### src/rtl/gmii_rx_pkg.sv
// Shared types and constants for the GMII receive frame controller:
// FSM states, preamble/SFD bytes, CRC-32 constants and status bit positions.
package gmii_rx_pkg;

    typedef enum logic [1:0] {
        IDLE,
        PREAMBLE,
        DATA,
        DROP
    } rx_state_t;

    localparam logic [7:0]  PREAMBLE_BYTE = 8'h55;
    localparam logic [7:0]  SFD_BYTE      = 8'hD5;

    localparam logic [31:0] CRC_INIT      = 32'hFFFF_FFFF;
    localparam logic [31:0] CRC_POLY_REFL = 32'hEDB8_8320;
    localparam logic [31:0] CRC_RESIDUE   = 32'hDEBB_20E3;

    localparam int FRAME_LEN_W  = 11;
    localparam int ERR_W        = 4;
    localparam int ERR_RXER     = 0;
    localparam int ERR_OVERSIZE = 1;
    localparam int ERR_RUNT     = 2;
    localparam int ERR_CRC      = 3;

    // Reflected CRC-32, one byte per call, LSB of the byte first.
    function automatic logic [31:0] crc32_byte(input logic [31:0] crc, input logic [7:0] data);
        logic [31:0] c;
        c = crc ^ {24'h0, data};
        for (int i = 0; i < 8; i++) begin
            c = c[0] ? ((c >> 1) ^ CRC_POLY_REFL) : (c >> 1);
        end
        return c;
    endfunction

endpackage

### src/rtl/gmii_rx_crc32.sv
// Byte-wide CRC-32 accumulator with synchronous clear; only instantiated by
// gmii_rx_frame_ctrl when RX_CRC_CHECK_EN is defined.
module gmii_rx_crc32
    import gmii_rx_pkg::*;
(
    input  logic        clk,
    input  logic        reset,
    input  logic        clear,
    input  logic        en,
    input  logic [7:0]  data,
    output logic [31:0] crc
);

    // NOTE: sequential state is always written with <= so every flop samples pre-edge values.
    always_ff @(posedge clk) begin
        if (reset || clear) begin
            crc <= CRC_INIT;
        end else if (en) begin
            crc <= crc32_byte(crc, data);
        end
    end

endmodule

### src/rtl/gmii_rx_frame_ctrl.sv
// GMII receive framer: strips preamble/SFD, emits frame bytes with sof/eof and
// per-frame status. Define RX_CRC_CHECK_EN to build the FCS check.
module gmii_rx_frame_ctrl
    import gmii_rx_pkg::*;
#(
    parameter int MIN_FRAME_LEN = 64,
    parameter int MAX_FRAME_LEN = 1518
) (
    input  logic                   gmii_rx_clk,
    input  logic                   reset,
    input  logic [7:0]             gmii_rxd,
    input  logic                   gmii_rxdv,
    input  logic                   gmii_rxer,
    output logic [7:0]             out_data,
    output logic                   out_valid,
    output logic                   out_sof,
    output logic                   out_eof,
    output logic                   frame_done,
    output logic [FRAME_LEN_W-1:0] frame_len,
    output logic [ERR_W-1:0]       frame_err,
    output logic [15:0]            good_cnt,
    output logic [15:0]            bad_cnt
);

    localparam logic [FRAME_LEN_W-1:0] LEN_MAX = FRAME_LEN_W'(MAX_FRAME_LEN);
    localparam logic [FRAME_LEN_W-1:0] LEN_SAT = FRAME_LEN_W'(MAX_FRAME_LEN + 1);
    localparam logic [FRAME_LEN_W-1:0] LEN_MIN = FRAME_LEN_W'(MIN_FRAME_LEN);

    rx_state_t              state, state_next;
    logic                   dv_d;
    logic [3:0]             pre_cnt;
    logic [7:0]             hold;
    logic                   hold_vld;
    logic                   first_pend;
    logic [FRAME_LEN_W-1:0] len_cnt;
    logic                   rxer_seen;
    logic                   done_pend;
    logic                   crc_err;
    logic [ERR_W-1:0]       err_final;

    logic pre_load, pre_inc, start_frame, take_byte, emit, emit_eof, finish;

    // NOTE: dv_d is kept out of reset so it follows rxdv throughout reset; a frame
    // already streaming when reset releases then sees dv_d=1 and lands in DROP.
    always_ff @(posedge gmii_rx_clk) begin
        dv_d <= gmii_rxdv;
    end

    always_ff @(posedge gmii_rx_clk) begin
        if (reset) begin
            state <= IDLE;
        end else begin
            state <= state_next;
        end
    end

    // NOTE: every signal driven here gets a default first, so no branch can infer a latch.
    always_comb begin
        state_next  = state;
        pre_load    = 1'b0;
        pre_inc     = 1'b0;
        start_frame = 1'b0;
        take_byte   = 1'b0;
        emit        = 1'b0;
        emit_eof    = 1'b0;
        finish      = 1'b0;
        case (state)
            IDLE: begin
                if (gmii_rxdv) begin
                    if (!dv_d && gmii_rxd == PREAMBLE_BYTE) begin
                        state_next = PREAMBLE;
                        pre_load   = 1'b1;
                    end else begin
                        state_next = DROP;
                    end
                end
            end
            PREAMBLE: begin
                if (!gmii_rxdv) begin
                    state_next = IDLE;
                end else if (gmii_rxd == PREAMBLE_BYTE) begin
                    if (pre_cnt >= 4'd7) begin
                        state_next = DROP;
                    end else begin
                        pre_inc = 1'b1;
                    end
                end else if (gmii_rxd == SFD_BYTE && pre_cnt >= 4'd1 && pre_cnt <= 4'd7) begin
                    state_next  = DATA;
                    start_frame = 1'b1;
                end else begin
                    state_next = DROP;
                end
            end
            DATA: begin
                if (gmii_rxdv) begin
                    take_byte = 1'b1;
                    if (hold_vld) begin
                        emit = 1'b1;
                        // Arrival of byte MAX+1 closes the frame on byte MAX.
                        if (len_cnt == LEN_MAX) begin
                            emit_eof   = 1'b1;
                            finish     = 1'b1;
                            state_next = DROP;
                        end
                    end
                end else begin
                    state_next = IDLE;
                    if (hold_vld) begin
                        emit     = 1'b1;
                        emit_eof = 1'b1;
                        finish   = 1'b1;
                    end
                end
            end
            DROP: begin
                if (!gmii_rxdv) begin
                    state_next = IDLE;
                end
            end
            default: state_next = IDLE;
        endcase
    end

`ifdef RX_CRC_CHECK_EN
    logic [31:0] crc_reg;

    gmii_rx_crc32 u_crc (
        .clk   (gmii_rx_clk),
        .reset (reset),
        .clear (start_frame),
        .en    (take_byte),
        .data  (gmii_rxd),
        .crc   (crc_reg)
    );

    assign crc_err = (crc_reg != CRC_RESIDUE);
`else
    assign crc_err = 1'b0;
`endif

    // Frame counters and crc stay frozen until the next SFD, so status can be formed a cycle after eof.
    always_comb begin
        err_final               = '0;
        err_final[ERR_RXER]     = rxer_seen;
        err_final[ERR_OVERSIZE] = (len_cnt == LEN_SAT);
        err_final[ERR_RUNT]     = (len_cnt < LEN_MIN);
        err_final[ERR_CRC]      = crc_err;
    end

    always_ff @(posedge gmii_rx_clk) begin
        if (reset) begin
            out_data   <= '0;
            out_valid  <= 1'b0;
            out_sof    <= 1'b0;
            out_eof    <= 1'b0;
            frame_done <= 1'b0;
            frame_len  <= '0;
            frame_err  <= '0;
            good_cnt   <= '0;
            bad_cnt    <= '0;
            pre_cnt    <= '0;
            hold       <= '0;
            hold_vld   <= 1'b0;
            first_pend <= 1'b0;
            len_cnt    <= '0;
            rxer_seen  <= 1'b0;
            done_pend  <= 1'b0;
        end else begin
            out_valid <= emit;
            out_sof   <= emit & first_pend;
            out_eof   <= emit_eof;
            out_data  <= emit ? hold : 8'h00;

            if (pre_load) begin
                pre_cnt <= 4'd1;
            end else if (pre_inc) begin
                pre_cnt <= pre_cnt + 4'd1;
            end

            if (start_frame) begin
                hold_vld   <= 1'b0;
                first_pend <= 1'b1;
                len_cnt    <= '0;
                rxer_seen  <= 1'b0;
            end else if (state == DATA) begin
                hold_vld <= take_byte & ~finish;
                if (take_byte) begin
                    hold <= gmii_rxd;
                    if (len_cnt != LEN_SAT) begin
                        len_cnt <= len_cnt + FRAME_LEN_W'(1);
                    end
                end
                if (gmii_rxer) begin
                    rxer_seen <= 1'b1;
                end
                if (emit) begin
                    first_pend <= 1'b0;
                end
            end

            done_pend  <= finish;
            frame_done <= done_pend;
            if (done_pend) begin
                frame_len <= len_cnt;
                frame_err <= err_final;
                if (err_final == '0) begin
                    if (good_cnt != 16'hFFFF) good_cnt <= good_cnt + 16'd1;
                end else begin
                    if (bad_cnt != 16'hFFFF) bad_cnt <= bad_cnt + 16'd1;
                end
            end
        end
    end

endmodule

### config.mk
export PLATFORM = sky130hd
export DESIGN_NAME = gmii_rx_frame_ctrl
export DESIGN_NICKNAME = d
export VERILOG_FILES = /design/src/rtl/gmii_rx_pkg.sv /design/src/rtl/gmii_rx_crc32.sv /design/src/rtl/gmii_rx_frame_ctrl.sv
export SDC_FILE = /design/constraint.sdc
export NUM_CORES = 1
export LEC_CHECK = 0
export ABC_AREA = 0
export BUFFER_PORTS_ARGS = -buffer_cell sky130_fd_sc_hd__buf_2
export CAP_MARGIN = 15
export CELL_PAD_IN_SITES_DETAIL_PLACEMENT = 2
export CELL_PAD_IN_SITES_GLOBAL_PLACEMENT = 2
export CORE_MARGIN = 8
export CORE_UTILIZATION = 33
export CTS_CLUSTER_SIZE = 10
export DETAILED_ROUTE_END_ITERATION = 10
export GPL_ROUTABILITY_DRIVEN = 0
export MAX_ROUTING_LAYER = met4
export PLACE_DENSITY_LB_ADDON = 0.1
export SYNTH_ARGS = -nofsm -noshare
export SYNTH_HDL_FRONTEND = slang
export SYNTH_SLANG_ARGS = --single-unit
export TNS_END_PERCENT = 10
### constraint.sdc
create_clock -name gmii_rx_clk -period 2.7 [get_ports gmii_rx_clk]
set_input_delay 0.135 -clock gmii_rx_clk [delete_from_list [all_inputs] [get_ports gmii_rx_clk]]
set_output_delay 0.135 -clock gmii_rx_clk [all_outputs]
set_load 0.01 [all_outputs]
==> results.sh <==
export IMPL_outcome="finished clean"
export IMPL_grt_overflow_total=0
export IMPL_dp_hpwl_um=7853
export IMPL_rows=39
export IMPL_r2r_slack_ps=300
export IMPL_seq_area_frac_synth_pct=45.52
export IMPL_drive_gt1_share_pct=21.00
export IMPL_cp_required_ps=2930
export IMPL_path_class="flop to flop"
export IMPL_cts_tree="built"
export IMPL_drt_wl_total_um=11110
export IMPL_finClkSkew_ps=9.652
export IMPL_clkLatencyLatePin_ps=350
export IMPL_synth_warnings=0
export IMPL_whs_path_depth=3
export IMPL_grt_max_degree=43
export IMPL_placed_cells=626
export IMPL_power_density_nw_per_um2=627.0
export IMPL_ys_seq_elements=87
export IMPL_antenna_cells=0
export IMPL_htreeDepth=3
export IMPL_syn_nets=448
export IMPL_reg2reg_to="good_cnt[8]$_SDFFE_PP0P_"
export IMPL_initial_core_util_pct=33.65
export IMPL_drv_slew=0
export IMPL_firstDrtPassIters=4
export IMPL_fp_dieH_um=123.7
export IMPL_max_freq_ghz=0.4172
export IMPL_synth_cell_types=55
export IMPL_holdPathEnd="hold[4]$_SDFFE_PP0P_"
export IMPL_antenna_found_initial=0
export IMPL_syn_area_sq_um=3826
export IMPL_port_buffers=69
export IMPL_grt_pass1_wl_um=18430
export IMPL_finalSetupViolCount=0
export IMPL_p_sw_w=0.0006168
export IMPL_end_kind="flop"
export IMPL_rsz0062_at_grt="no"
export IMPL_hp_class="primary input to flop"
export IMPL_vias_per_cell=5.320
export IMPL_power_leakage_nw=1.849
export IMPL_yosysMostFrequentCell="dfxtp_1"
export IMPL_yosys_top_cells_area="dfxtp_1 46%, a21oi_1 4.8%, nor2_1 4.3%"
export IMPL_synth_top_cell_by_area="dfxtp_1"
export IMPL_io_pins=71
export IMPL_path_clk_slew_ps=70
export IMPL_period_needed_ps=2397
export IMPL_multi_input_area_sq_um=1941
export IMPL_power_share_clock_pct=53.4
export IMPL_min_period_over_period_pct=88.77
export IMPL_avgSynthCellArea_sq_um=8.919
export IMPL_worstMarginPinSlew_ps=823.0
export IMPL_vias=3421
export IMPL_nFillCells=1270
export IMPL_drc=0
export IMPL_ff_latch_area_sq_um=1742
export IMPL_post_cts_buffers=0
export IMPL_core_sq_um=11370
export IMPL_ir_worst_vdd_mv=0.2954
export IMPL_r2r_cells=7
export IMPL_cts_sinks=87
export IMPL_combPwrFrac_pct=2.4
export IMPL_crit_arrival_ps=2620
export IMPL_layout_nets=514
export IMPL_synthCells=429
export IMPL_synth_top_area_share_pct=45.52
export IMPL_grt_pass1_vias=3573
export IMPL_cap_violations=0
export IMPL_hold_viol=0
export IMPL_instances_no_fill=643
export IMPL_wl_per_cell_um=17.28
export IMPL_clockBufferDepth=2
export IMPL_cts_inserted_buffers=9
export IMPL_r2r_start="len_cnt[0]$_SDFFE_PP0P_"
export IMPL_hp_start="gmii_rxd[4]"
export IMPL_p_seq_share_pct=44.2
export IMPL_synth_enable_flop_cells=0
export IMPL_grtUsageTotal_pct=15.66
export IMPL_die_area_sq_um=15300
export IMPL_cp_start_kind="flop"
export IMPL_synthTopCellsByCount="87 x dfxtp_1, 44 x nor2_1, 37 x a21oi_1"
export IMPL_timing_slew_headroom_pct=45.13
export IMPL_ys_flop_type="dfxtp_1"
export IMPL_die_w_um=123.7
export IMPL_ant_nets=0
export IMPL_synthArstFlopShare_pct=0
export IMPL_area_growth_pct=22.63
export IMPL_setup_tns_ps=0
export IMPL_switching_share_pct=20.97
export IMPL_power_internal_w=0.002325
export IMPL_drt_iter0_markers=96
export IMPL_crit_path_max_fanout=20
export IMPL_cts_root_buf="clkbuf_16"
[power groups by stage]
| stage | clock [W] | combinational (W) | sequential [W] |
|---|---|---|---|
| 2_1_floorplan | 0 | 0.0000430 | 0.00133 |
| 3_3_place_gp | 0 | 0.0000667 | 0.00133 |
| 3_5_place_dp | 0 | 0.0000697 | 0.00133 |
| 4_1_cts | 0.00161 | 0.0000729 | 0.00130 |
| 5_1_grt | 0.00166 | 0.0000796 | 0.00130 |
| 6_report | 0.00157 | 0.0000700 | 0.00130 |
[worst max-delay path, stage by stage (launching register included)]
cell and delay (ps):
dfxtp_1 380, ha_1 260, and3_4 200, and3_1 210, or3_1 350, buf_4 210, nor4_1 310, mux2_1 350
[cell type report]
cell class                      count  area share (%)
Multi-Input combinational cell    307           41.36
Sequential cell                    87           37.12
Timing Repair Buffer               77           8.693
Clock buffer                        9           4.800
Tap cell                          143           3.813
Clock inverter                      7           3.173
Inverter                           13           1.040
[layer usage]
metal,global-route usage [%],vias up,part of all wire [%]
li1,-,1680,-
met1,18.83,1677,47
met2,25.01,51,47
met3,3.037,13,4.2
met4,6.998,0,1.8
met5,-,-,0
[timing repair]
action | CTS | global route
hold buffers | 1 | 0
endpoints found under the hold margin | 1 | 0
resized for setup | 0 | 0
[how the worst max path moves through the flow]
stage | slack (ps) | depth (start not counted) | to | from
2_1_floorplan | 410 | 8 | good_cnt[8]$_SDFFE_PP0P_ | len_cnt[0]$_SDFFE_PP0P_
3_3_place_gp | 380 | 7 | good_cnt[8]$_SDFFE_PP0P_ | len_cnt[0]$_SDFFE_PP0P_
3_5_place_dp | 310 | 7 | good_cnt[8]$_SDFFE_PP0P_ | len_cnt[0]$_SDFFE_PP0P_
4_1_cts | 260 | 7 | good_cnt[8]$_SDFFE_PP0P_ | len_cnt[0]$_SDFFE_PP0P_
5_1_grt | 150 | 8 | bad_cnt[9]$_SDFFE_PP0P_ | len_cnt[0]$_SDFFE_PP0P_
6_report | 300 | 7 | good_cnt[8]$_SDFFE_PP0P_ | len_cnt[0]$_SDFFE_PP0P_
[cells by family (layout without fill, tap and decap cells)]
family | after synthesis | in the layout | share of synthesized area (%)
fa+ha+maj | 7 | 7 | 2.289
simple gates | 189 | 189 | 27.53
flops | 87 | 87 | 45.52
buf+inv | 35 | 106 | 3.760
xor+xnor | 11 | 11 | 2.518
other cells | 1 | 1 | 0.09801
mux | 20 | 20 | 5.428
compound gates | 79 | 79 | 12.85
[placed cells by master (no fill, tap or decap), drive strengths merged, types with 9 or more instances in the layout]
master	netlist	routed
nand2	34	34
nor2	44	44
buf	4	76
nand3	16	16
and2	11	11
nand4	10	10
clkbuf	18	9
and3	13	13
inv	13	16
o31ai	13	13
or4	15	15
nor2b	9	9
dfxtp	87	87
a21oi	37	37
mux2i	14	14
[flip-flops by register name, indices dropped and copies added, names as in the netlist, 2 cells and up]
register,flops
hold,8
frame_len,11
good_cnt,16
state,2
frame_err,3
len_cnt,11
bad_cnt,16
out_data,8
pre_cnt,4
[metrics by stage]
step	setup WS, ps	hold slack, ps	area, sq um	total power (W)	util, %
CTS	261.1	40.85	4692	0.002988	41.27
detailed placement	312.4	363.2	4308	0.001399	37.89
global placement	382.6	357.2	4308	0.001395	37.89
floorplan	407.9	162.7	3826	0.001370	-
finish	303.2	50.65	4692	0.002942	41.27
global route	151.6	43.27	4692	0.003045	41.27
Note: power is estimated with default switching activity, not from simulation.
